### src/rtl/sync_sel_pkg.sv
// Shared types and helpers for the sync source selector.
package sync_sel_pkg;

  typedef enum logic [1:0] {
    ST_IDLE   = 2'd0,
    ST_SCAN   = 2'd1,
    ST_LOCKED = 2'd2
  } state_t;

  // Next set bit of mask strictly after ptr (wrapping modulo n); ptr itself if none.
  function automatic logic [3:0] next_enabled(input logic [3:0] ptr,
                                              input logic [15:0] mask,
                                              input int n);
    logic [3:0] res;
    int idx;
    res = ptr;
    for (int i = 15; i >= 1; i--) begin
      if (i < n) begin
        idx = (int'(ptr) + i) % n;
        if (mask[4'(idx)]) res = 4'(idx);
      end
    end
    return res;
  endfunction

endpackage

### src/rtl/sync_edge_detect.sv
// Two-flop synchronizer plus a delay flop; emits a one-cycle pulse per rising edge.
module sync_edge_detect (
  input  logic clk,
  input  logic rst,
  input  logic d,
  output logic rise
);

  logic [2:0] sh_q;
  logic [2:0] sh_d;

  always_comb begin
    sh_d = {sh_q[1:0], d};
  end

  always_ff @(posedge clk or posedge rst) begin
    if (rst) sh_q <= '0;
    else     sh_q <= sh_d;
  end

  assign rise = sh_q[1] & ~sh_q[2];

endmodule

### src/rtl/sync_source_selector.sv
// Round-robin measures candidate sync inputs one window at a time and locks onto
// the first that is fast enough, releasing it after repeated slow windows.
module sync_source_selector
  import sync_sel_pkg::*;
#(
  parameter int N_CH         = 4,
  parameter int WINDOW_CNT   = 200,
  parameter int ENTER_TH     = 26,
  parameter int EXIT_TH      = 20,
  parameter int LOSS_WINDOWS = 2,
  parameter int WIDTH        = 16
) (
  input  logic                     clk,
  input  logic                     rst,
  input  logic [N_CH-1:0]          sig_in,
  input  logic [N_CH-1:0]          ch_enable,
  output logic                     src_valid,
  output logic [$clog2(N_CH)-1:0]  src_sel,
  output logic                     sync_out,
  output logic [WIDTH-1:0]         edge_cnt_last,
  output logic                     win_done
);

  localparam int SW = $clog2(N_CH);
  localparam int MW = $clog2(LOSS_WINDOWS + 1);

  logic [N_CH-1:0] rise;

  for (genvar k = 0; k < N_CH; k++) begin : g_sync
    sync_edge_detect u_det (
      .clk  (clk),
      .rst  (rst),
      .d    (sig_in[k]),
      .rise (rise[k])
    );
  end

  state_t           state_q, state_d;
  logic [SW-1:0]    sel_q, sel_d;
  logic [WIDTH-1:0] win_q, win_d;
  logic [WIDTH-1:0] edge_q, edge_d;
  logic [MW-1:0]    miss_q, miss_d;
  logic [WIDTH-1:0] last_q, last_d;
  logic             valid_q, valid_d;
  logic             sync_q, sync_d;
  logic             done_q, done_d;

  logic             any_en, sel_en, rise_sel, win_end;
  logic [WIDTH-1:0] fin_cnt;
  logic [SW-1:0]    next_sel, lowest_sel;

  assign any_en     = |ch_enable;
  assign sel_en     = ch_enable[sel_q];
  assign rise_sel   = rise[sel_q];
  assign win_end    = (win_q == WIDTH'(WINDOW_CNT - 1));
  assign next_sel   = SW'(next_enabled(4'(sel_q), 16'(ch_enable), N_CH));
  assign lowest_sel = SW'(next_enabled(4'(N_CH - 1), 16'(ch_enable), N_CH));
  // Saturating count including an edge on the current cycle, so a last-cycle edge closes with its window.
  assign fin_cnt    = (rise_sel && (edge_q != '1)) ? edge_q + 1'b1 : edge_q;

  always_comb begin
    state_d = state_q;
    sel_d   = sel_q;
    win_d   = win_q + 1'b1;
    edge_d  = fin_cnt;
    miss_d  = miss_q;
    last_d  = last_q;
    done_d  = 1'b0;
    unique case (state_q)
      ST_IDLE: begin
        win_d  = '0;
        edge_d = '0;
        miss_d = '0;
        if (any_en) begin
          state_d = ST_SCAN;
          sel_d   = lowest_sel;
        end
      end
      ST_SCAN: begin
        if (!any_en || !sel_en) begin
          state_d = any_en ? ST_SCAN : ST_IDLE;
          sel_d   = any_en ? next_sel : sel_q;
          win_d   = '0;
          edge_d  = '0;
        end else if (win_end) begin
          done_d = 1'b1;
          last_d = fin_cnt;
          win_d  = '0;
          edge_d = '0;
          miss_d = '0;
          if (fin_cnt >= WIDTH'(ENTER_TH)) state_d = ST_LOCKED;
          else                              sel_d   = next_sel;
        end
      end
      ST_LOCKED: begin
        if (!sel_en) begin
          state_d = any_en ? ST_SCAN : ST_IDLE;
          sel_d   = any_en ? next_sel : sel_q;
          win_d   = '0;
          edge_d  = '0;
          miss_d  = '0;
        end else if (win_end) begin
          done_d = 1'b1;
          last_d = fin_cnt;
          win_d  = '0;
          edge_d = '0;
          if (fin_cnt >= WIDTH'(EXIT_TH)) begin
            miss_d = '0;
          end else if (int'(miss_q) + 1 >= LOSS_WINDOWS) begin
            miss_d  = '0;
            state_d = ST_SCAN;
            sel_d   = next_sel;
          end else begin
            miss_d = miss_q + 1'b1;
          end
        end
      end
      default: begin
        state_d = ST_IDLE;
        win_d   = '0;
        edge_d  = '0;
        miss_d  = '0;
      end
    endcase
    valid_d = (state_d == ST_LOCKED);
    sync_d  = (state_d == ST_LOCKED) && rise_sel;
  end

  always_ff @(posedge clk or posedge rst) begin
    if (rst) begin
      state_q <= ST_IDLE;
      sel_q   <= '0;
      win_q   <= '0;
      edge_q  <= '0;
      miss_q  <= '0;
      last_q  <= '0;
      valid_q <= 1'b0;
      sync_q  <= 1'b0;
      done_q  <= 1'b0;
    end else begin
      state_q <= state_d;
      sel_q   <= sel_d;
      win_q   <= win_d;
      edge_q  <= edge_d;
      miss_q  <= miss_d;
      last_q  <= last_d;
      valid_q <= valid_d;
      sync_q  <= sync_d;
      done_q  <= done_d;
    end
  end

  assign src_valid     = valid_q;
  assign src_sel       = sel_q;
  assign sync_out      = sync_q;
  assign edge_cnt_last = last_q;
  assign win_done      = done_q;

endmodule
### config.mk
export PLATFORM = sky130hd
export DESIGN_NAME = sync_source_selector
export DESIGN_NICKNAME = d
export VERILOG_FILES = /design/src/rtl/sync_sel_pkg.sv /design/src/rtl/sync_edge_detect.sv /design/src/rtl/sync_source_selector.sv
export SDC_FILE = /design/constraint.sdc
export NUM_CORES = 1
export LEC_CHECK = 0
export CELL_PAD_IN_SITES_DETAIL_PLACEMENT = 0
export CELL_PAD_IN_SITES_GLOBAL_PLACEMENT = 2
export CORE_MARGIN = 8
export CORE_UTILIZATION = 30
export DETAILED_ROUTE_END_ITERATION = 8
export HOLD_SLACK_MARGIN = 0.12
export PLACE_DENSITY_LB_ADDON = 0.1
export SLEW_MARGIN = 5
export SYNTH_ARGS = -nofsm -noshare
export SYNTH_HDL_FRONTEND = slang
export SYNTH_SLANG_ARGS = --single-unit
export TNS_END_PERCENT = 50
### constraint.sdc
create_clock -name clk -period 3.45 [get_ports clk]
set_input_delay 0.8625 -clock clk [delete_from_list [all_inputs] [get_ports clk]]
set_output_delay 0.8625 -clock clk [all_outputs]
set_load 0.03 [all_outputs]
==> results of run 1 <==
[through the flow]
stage	total power, mW	TNS (ps)
after floorplan	1.26	0
after global placement	1.42	0
after detailed placement	1.42	0
after CTS	2.50	0
after global routing	2.62	-6.34
final	2.48	0
[cells in the final DEF, fill, tap and decap left out, types with 3 or more instances in the layout]
cell             count
a211oi_1             3
a21oi_1             22
and3_1               5
buf_4               21
clkbuf_16            9
clkbuf_8             4
clkdlybuf4s50_1     30
dfrtp_1             68
ha_1                 8
inv_1               13
mux2i_1              6
nand2_1             29
nand2b_1             8
nand3_1             12
nand4_1              9
nor2_1              72
nor2_2               3
nor3_1              11
nor3b_1              3
nor4_1               6
o211ai_1             4
o21ai_0              6
o31ai_1              3
or2_2                3
or3_1                4
xnor2_1             17
xor2_1              15
[worst paths after layout]
check | from | endpoint | cells after the start
setup reg to reg | g_sync[3].u_det.sh_q[2] | src_sel[0] | 9
setup / recovery | g_sync[3].u_det.sh_q[2] | src_sel[0] | 9
hold reg to reg | g_sync[1].u_det.sh_q[0] | g_sync[1].u_det.sh_q[1] | 0
hold / removal | g_sync[1].u_det.sh_q[0] | g_sync[1].u_det.sh_q[1] | 0
min in group asynchronous | rst | src_sel[1] | 2
max in group asynchronous | rst | edge_q[10] | 3
[flip-flops by register name, indices dropped and copies added, names as in the netlist, 2 cells and up]
| register | cells |
|---|---|
| edge_cnt_last | 16 |
| edge_q | 16 |
| g_sync.u_det.sh_q | 12 |
| miss_q | 2 |
| src_sel | 2 |
| state_q | 2 |
| win_q | 16 |
[repair_timing]
action | 4_1_cts | 5_1_grt
setup buffers | 0 | 3
resized for setup | 0 | 6
setup endpoints to repair | 0 | 5
[layer usage]
layer / GRT usage [%] / up-vias / wire length [µm]
li1: - / 1411 / -
met1: 15.1 / 1380 / 4370
met2: 17.6 / 23 / 4120
met3: 3.02 / 11 / 207
met4: 5.16 / 0 / 153
met5: 0 / - / 0
[logic make-up after synthesis]
group,Yosys count,share of synthesized area (%)
AO/OA/AOI/OAI,56,10.3
XOR/XNOR,32,7.81
adder cells (fa/ha/maj),8,2.79
buffers and inverters,31,3.90
flip-flops,69,48.1
multiplexers,9,2.89
AND/OR/NAND/NOR,176,24.2
[final cells by class]
cell class	count	share of cell area, %
Multi-Input combinational cell	282	38.7
Tap cell	147	4.04
Sequential cell	69	38.0
Clock buffer	13	6.16
Timing Repair Buffer	52	10.5
Inverter	14	1.16
Clock inverter	3	1.43
[report_power, final]
| group | internal [mW] | total, mW | switching (mW) |
|---|---|---|---|
| sequential | 0.855 | 0.894 | 0.0390 |
| clock | 0.710 | 1.05 | 0.342 |
| combinational | 0.206 | 0.537 | 0.331 |
==> out/results.md, run 1 <==
| Item | This run | Unit |
| --- | --- | --- |
| Slowest CP cell | mux4_2 | - |
| Cells after Synth | 381 | - |
| Post-Syn Area per Cell | 9.42 | µm² |
| Final worst slack | 144 | ps |
| Starting DRC count in detailed routing | 223 | - |
| Startpoint Class | flop | - |
| Post-route cell area | 0.00455 | mm² |
| Cell area power density | 546 | mW/mm² |
| Most common flop cell mapped by yosys | dfrtp_1 | - |
| Final Cycle Share | 95.8 | % |
| Largest net degree at the start of global routing | 45 | - |
| Die Wd | 125 | µm |
| Static leakage | 1.96 | nW |
| Dominant delay contributor by cell family on the critical path | simple AND/OR/NAND/NOR gates | - |
| Cell at the root of the clock tree | clkbuf_16 | - |
| Detailed Place HPWL | 6.12 | mm |
| Crit path arrival time | 3520 | ps |
| Number of global-route vias before repair | 2,829 | - |
| Leading post-synthesis cells by instance count | 75 x nor2_1, 69 x dfrtp_1, 29 x nand2_1, 22 x a21oi_1, 17 x xnor2_1 | - |
| # fillers | 1,191 | - |
| Proportion of layout cells with a drive suffix above 1 | 13.4 | % |
| Number of endpoints with negative hold slack in the final report | 0 | - |
| Max cap viols | 0 | - |
| Maximum cell stage delay along the critical path | 560 | ps |
| Share of the synthesized area in the top cell type | 48.1 | % |
| Wire per inst | 15.3 | µm |
| Dominant cells by area after synthesis | dfrtp_1 48%, nor2_1 7.8%, xnor2_1 4.1%, xor2_1 3.7%, a21oi_1 3.1% | - |
| Crit Path Class | flop to flop | - |
| Number of H-tree levels | 3 | - |
| Min cycle time layout | 3310 | ps |
| Cell total after placement | 560 | - |
| Number of optimization iterations in the first detailed-route pass | 5 | - |
| I/O pins | 31 | - |
| Number of sinks handled by clock tree synthesis | 69 | - |
| Die ar. | 0.0157 | mm² |
| Synthesized cell area | 0.00359 | mm² |
| Flop-to-flop setup slack | 140 | ps |
| Count of standard-cell rows | 40 | - |
| Clock buffer depth | 2 | - |
| Result of the run | complete, no violations | - |
| Unique masters post-synth | 50 | - |
| Kind of path behind the tightest hold check | flop to flop | - |
| Number of hold buffers added after cts | 0 | - |
| Wire length of the first global-routing pass | 14.6 | mm |
| Total count of max-transition violations in the final report | 0 | - |
| Area growth, synth to finish | 26.8 | % |
| Post-route clock skew | 5.67 | ps |
| Worst-Skew Late Latency | 340 | ps |
| Post-detailed-placement cell area | 0.00414 | mm² |
| TritonCTS Buffers | 9 | - |
| Worst max-slew margin expressed relative to the limit | 62.4 | % |
| Flip-flop and latch area | 0.00173 | mm² |
| Flops & latches, synth | 69 | - |
| Routed via count | 2,825 | - |
| DRC violations left | 0 | - |
| RePlAce Congestion | 0.788 | - |
| Cells along the critical path | nand2b_1, mux4_2, or3b_2, mux2i_2, o41ai_1, nor4_2, o22ai_1, or3_1, o32a_1 | - |
| Area taken by multi-input logic gates | 0.00176 | mm² |
| Vias per inst | 4.87 | - |
| Proportion of synthesized flip-flops having asynchronous set or reset | 100 | % |
| Proportion of synthesized chip area in sequential cells | 48.1 | % |
| Post-route non-filler standard cell count | 580 | - |
| Post-route worst hold slack | 345 | ps |
| Overall fraction of global-route tracks in use | 11.5 | % |
| CTS clock-pin slew for the worst setup and hold paths | 50 | ps |
| FMAX | 303 | MHz |
| Slew at the pin closest to its max-slew limit | 564 | ps |
| Total wirelength of the detailed-routed design | 8.86 | mm |
| Largest fanout on the critical path | 5 | - |
| Number of flops mapped to enable cells by yosys | 0 | - |
| Final setup violation count | 0 | - |
| Post-placement worst setup slack | 66.0 | ps |
| Cell taking the most area after synthesis | dfrtp_1 | - |
| Remaining number of nets flagged by the antenna check after routing | 0 | - |
| IR Drop Worst-Case VDD | 0.215 | mV |
| Diode insertion count for antenna repair | 0 | - |
| Count of warnings emitted by yosys | 0 | - |
| Dominant cell by count in the synthesized netlist | nor2_1 | - |
| CP bufs+invs | 0 | - |
| Worst Setup End Kind | flop | - |
| Data required time of the critical path | 3670 | ps |
| Synthesized Nets | 399 | - |
| Nets@finish | 446 | - |
| Gr ovfl total | 0 | - |
| Die Height | 125 | µm |
| Total core area | 0.0119 | mm² |
| Initial antenna violation count | 0 | - |
| CTS tree | yes | - |
| Utilization of the core after routing | 38.4 | % |
| Initial Utilization | 30.3 | % |
| Buffers on Ports | 30 | - |
(Power assumes the default switching activity.)
==> run 2, diff against run 1 <==
Settings changed: CAP_MARGIN set to 20, CORE_UTILIZATION 30 to 36.
==> out/results.md, run 2 (synthesis gave the netlist of run 1 again) <==
| Item | This run | Unit |
| --- | --- | --- |
| Result of the run | complete, no violations | - |
| Cells along the critical path | nand2b_1, mux4_2, buf_4, or4_4, nor3b_1, o211ai_1, nor2_2, a31oi_1, or3_4, mux2_1 | - |
| TritonCTS Buffers | 9 | - |
| Data required time of the critical path | 3670 | ps |
| Detailed Place HPWL | 5.89 | mm |
| Post-placement worst setup slack | 37.0 | ps |
| IR Drop Worst-Case VDD | 0.263 | mV |
| Initial Utilization | 36.9 | % |
| Sum of negative setup slack | 0 | ps |
| Number of endpoints with negative hold slack in the final report | 0 | - |
| Buffers on Ports | 30 | - |
| Static leakage | 1.91 | nW |
| Wire per inst | 14.5 | µm |
| CTS tree | yes | - |
| Vias per inst | 4.96 | - |
| RePlAce Congestion | 0.764 | - |
| Total count of max-transition violations in the final report | 0 | - |
| Total power | 2.22 | mW |
| Overall fraction of global-route tracks in use | 13.1 | % |
| # fillers | 995 | - |
| Cell area power density | 502 | mW/mm² |
| Die Height | 116 | µm |
| Remaining number of nets flagged by the antenna check after routing | 0 | - |
| Final Cycle Share | 96.1 | % |
| Number of optimization iterations in the first detailed-route pass | 4 | - |
| Gr ovfl total | 0 | - |
| Final worst slack | 133 | ps |
| Number of H-tree levels | 3 | - |
| Slew at the pin closest to its max-slew limit | 507 | ps |
| Area growth, synth to finish | 23.0 | % |
| I/O pins | 31 | - |
| Clock buffer depth | 2 | - |
| Final setup violation count | 0 | - |
| Leading cell type in the layout, fill and taps excluded | nor2_1 | - |
| Proportion of layout cells with a drive suffix above 1 | 13.4 | % |
| Worst max-slew margin expressed relative to the limit | 66.2 | % |
| FMAX | 301 | MHz |
| Cell at the root of the clock tree | clkbuf_8 | - |
| Post-route cell area | 0.00441 | mm² |
| Initial antenna violation count | 0 | - |
| Wire length of the first global-routing pass | 14.0 | mm |
| DRC violations left | 0 | - |
| Post-detailed-placement cell area | 0.00411 | mm² |
| Number of sinks handled by clock tree synthesis | 69 | - |
| Number of global-route vias before repair | 2,866 | - |
| CTS clock-pin slew for the worst setup and hold paths | 80 | ps |
| Largest net degree at the start of global routing | 33 | - |
| Largest fanout on the critical path | 6 | - |
| Count of standard-cell rows | 36 | - |
| Post-route clock skew | 8.53 | ps |
| Die Wd | 116 | µm |
| Startpoint Class | flop | - |
| Crit path arrival time | 3540 | ps |
| Routed via count | 2,808 | - |
| Commonest non-fill, non-tap cells in the layout | 73 x nor2_1, 69 x dfrtp_1, 30 x clkdlybuf4s50_1, 29 x nand2_1, 23 x buf_4 | - |
| Min cycle time layout | 3320 | ps |
| Diode insertion count for antenna repair | 0 | - |
| Maximum cell stage delay along the critical path | 550 | ps |
| Worst Setup End Kind | flop | - |
| Nets@finish | 446 | - |
| Total wirelength of the detailed-routed design | 8.20 | mm |
| Total core area | 0.00973 | mm² |
| Max cap viols | 0 | - |
| Kind of path behind the tightest hold check | flop to flop | - |
| Slowest CP cell | or4_4 | - |
| Worst-Skew Late Latency | 340 | ps |
| Die ar. | 0.0134 | mm² |
| Flop-to-flop setup slack | 130 | ps |
| Setup repair after global routing missed its margin | no | - |
| Crit Path Class | flop to flop | - |
| Starting DRC count in detailed routing | 103 | - |
run 2: area by class of cell:
class | count | area (µm²) | area share, %
clock inverter | 6 | 111 | 2.52
timing repair buffer | 53 | 473 | 10.7
tap | 133 | 166 | 3.77
inverter | 14 | 52.6 | 1.19
multi-input combinational | 281 | 1760 | 39.8
sequential | 69 | 1730 | 39.1
clock buffer | 10 | 128 | 2.89
run 2: worst max-delay path, delay by kind of cell (launching register included):
| family | cells | cell delay [ps] |
|---|---|---|
| AND/OR/NAND/NOR | 5 | 1180 |
| multiplexers | 2 | 840 |
| AO/OA/AOI/OAI | 2 | 630 |
| flip-flops | 1 | 360 |
| buffers and inverters | 1 | 200 |
run 2: worst paths after layout:
| check | startpoint | endpoint | depth (start not counted) |
|---|---|---|---|
| max | g_sync[0].u_det.sh_q[2] | src_sel[1] | 10 |
| min | g_sync[3].u_det.sh_q[0] | g_sync[3].u_det.sh_q[1] | 0 |
| max reg2reg | g_sync[0].u_det.sh_q[2] | src_sel[1] | 10 |
| min reg2reg | g_sync[3].u_det.sh_q[0] | g_sync[3].u_det.sh_q[1] | 0 |
| max in group asynchronous | rst | edge_q[9] | 3 |
| min in group asynchronous | rst | win_q[13] | 2 |
run 2: repair_timing:
action | in CTS | in global routing
resized for setup | 0 | 8
setup endpoints to repair | 0 | 5
setup buffers | 0 | 4
hold buffers | 0 | 0
run 2: per-layer routing:
layer | track usage [%] | routed length, µm
met5 | 0 | 0
met4 | 4.93 | 137
met1 | 17.0 | 4060
met3 | 3.28 | 214
met2 | 20.6 | 3790
run 2: power breakdown:
part	internal, mW	switching (mW)
Clock	0.481	0.312
Combinational	0.208	0.333
Sequential	0.853	0.0297
run 2: stage by stage:
stage               hold WS (ps)  instances  util, %
floorplan                    331        381        -
global placement             341        546     42.3
detailed placement           335        546     42.3
CTS                          353        562     44.7
global route                 370        566     45.4
finish                       351        566     45.4
==> run 3, diff against run 2 <==
Settings changed: CORE_MARGIN 8 to 10.
==> out/results.md, run 3 (synthesis gave the netlist of run 1 again) <==
| Item | This run | Unit |
| --- | --- | --- |
| Worst max-slew margin expressed relative to the limit | 67.7 | % |
| Clock buffer depth | 2 | - |
| Flop-to-flop setup slack | 140 | ps |
| DRC violations left | 0 | - |
| Total core area | 0.00973 | mm² |
| Worst Setup End Kind | flop | - |
| Launching point of the worst reg2reg path | g_sync[3].u_det.sh_q[2] | - |
| Cell at the root of the clock tree | clkbuf_8 | - |
| Starting DRC count in detailed routing | 235 | - |
| Static leakage | 1.88 | nW |
| Final Cycle Share | 96.1 | % |
| Min cycle time layout | 3310 | ps |
| Number of H-tree levels | 3 | - |
| FMAX | 302 | MHz |
| Number of endpoints with negative hold slack in the final report | 0 | - |
| IR Drop Worst-Case VDD | 0.260 | mV |
| Overall fraction of global-route tracks in use | 12.1 | % |
| Final worst slack | 136 | ps |
| Total power | 2.11 | mW |
| Number of sinks handled by clock tree synthesis | 69 | - |
| I/O pins | 31 | - |
| Cell total after placement | 544 | - |
| Number of optimization iterations in the first detailed-route pass | 4 | - |
| Routed via count | 2,828 | - |
| Area growth, synth to finish | 22.4 | % |
| Beginning of the worst hold path | g_sync[1].u_det.sh_q[0] | - |
| Diode insertion count for antenna repair | 0 | - |
| Initial antenna violation count | 0 | - |
| Startpoint Class | flop | - |
| Buffers on Ports | 30 | - |
| Cell area power density | 481 | mW/mm² |
| Post-placement worst setup slack | 30.3 | ps |
| Sum of negative setup slack | 0 | ps |
| Nets@finish | 445 | - |
| Gr ovfl total | 0 | - |
| CTS tree | yes | - |
| End point of the worst hold path | g_sync[1].u_det.sh_q[1] | - |
| TritonCTS Buffers | 9 | - |
| Commonest non-fill, non-tap cells in the layout | 72 x nor2_1, 68 x dfrtp_1, 30 x clkdlybuf4s50_1, 29 x nand2_1, 22 x a21oi_1 | - |
| Slew at the pin closest to its max-slew limit | 484 | ps |
| Remaining number of nets flagged by the antenna check after routing | 0 | - |
| Initial Utilization | 36.9 | % |
| Result of the run | complete, no violations | - |
| Vias per inst | 5.01 | - |
| Wire length of the first global-routing pass | 14.5 | mm |
| Total count of max-transition violations in the final report | 0 | - |
| Crit path arrival time | 3550 | ps |
| Largest fanout on the critical path | 5 | - |
| Die ar. | 0.0144 | mm² |
| CTS clock-pin slew for the worst setup and hold paths | 80 | ps |
| Post-detailed-placement cell area | 0.00410 | mm² |
| Largest net degree at the start of global routing | 33 | - |
| Post-route non-filler standard cell count | 565 | - |
| Wire per inst | 15.3 | µm |
| WHS Path Cells | 0 | - |
| Post-route worst hold slack | 354 | ps |
| Kind of path behind the tightest hold check | flop to flop | - |
| Max cap viols | 0 | - |
| RePlAce Congestion | 0.805 | - |
| Leading cell type in the layout, fill and taps excluded | nor2_1 | - |
| Data required time of the critical path | 3680 | ps |
| Number of hold buffers added after cts | 0 | - |
| Capture point of the worst reg-to-reg path | src_sel[0] | - |
| Proportion of layout cells with a drive suffix above 1 | 14.1 | % |
| Worst-Skew Late Latency | 350 | ps |
| Crit Path Class | flop to flop | - |
| Total wirelength of the detailed-routed design | 8.62 | mm |
| Count of standard-cell rows | 36 | - |
| Detailed Place HPWL | 6.05 | mm |
| Cell count of the worst reg-to-reg path | 9 | - |
| Die Height | 120 | µm |
| Die Wd | 120 | µm |
| Post-route clock skew | 12.8 | ps |
| Final setup violation count | 0 | - |
| Post-route cell area | 0.00439 | mm² |
| Number of global-route vias before repair | 2,858 | - |
| Utilization of the core after routing | 45.2 | % |
==> run 3: worst max-delay path by stage <==
stage	start	end	slack [ps]
after floorplan	src_sel[1]	src_sel[0]	180
final	g_sync[3].u_det.sh_q[2]	src_sel[0]	140
after global placement	g_sync[3].u_det.sh_q[2]	src_sel[0]	160
after CTS	g_sync[1].u_det.sh_q[2]	src_sel[0]	2
after detailed placement	g_sync[1].u_det.sh_q[2]	src_sel[0]	30
after global routing	g_sync[1].u_det.sh_q[2]	src_sel[0]	-2
==> run 3: critical path, stage by stage (launching register included) <==
cell and delay (ps):
dfrtp_1 360, nand2b_1 170, mux4_2 550, or3b_2 540
mux2i_1 200, o41ai_1 130, nor4_2 380, o22ai_2 140
or3_4 390, o32a_1 330
==> run 3: area by class of cell <==
type                       count  area [µm²]
timing repair buffer          51         458
tap                          133         166
sequential                    69        1730
inverter                      14        52.6
clock buffer                  10         128
clock inverter                 6        71.3
multi-input combinational    282        1790
fill                        1003        5340
==> run 3: report_power, final <==
group / switching, mW / total (mW) / internal (mW)
Combinational: 0.333 / 0.543 / 0.211
Sequential: 0.0401 / 0.893 / 0.853
Clock: 0.334 / 0.675 / 0.341
Total: 0.707 / 2.11 / 1.40
==> run 3: routing by layer <==
| metal | track usage (%) | vias to the layer above | share of wire (%) |
|---|---|---|---|
| li1 | - | 1404 | - |
| met1 | 16.1 | 1379 | 47 |
| met2 | 19.1 | 34 | 49 |
| met3 | 3.14 | 11 | 3.1 |
| met4 | 3.39 | 0 | 1.5 |
| met5 | 0 | - | 0 |
==> run 3: repair_timing <==
item                       CTS  global route
setup buffers                0             4
resized for setup            0            11
setup endpoints to repair    0             4
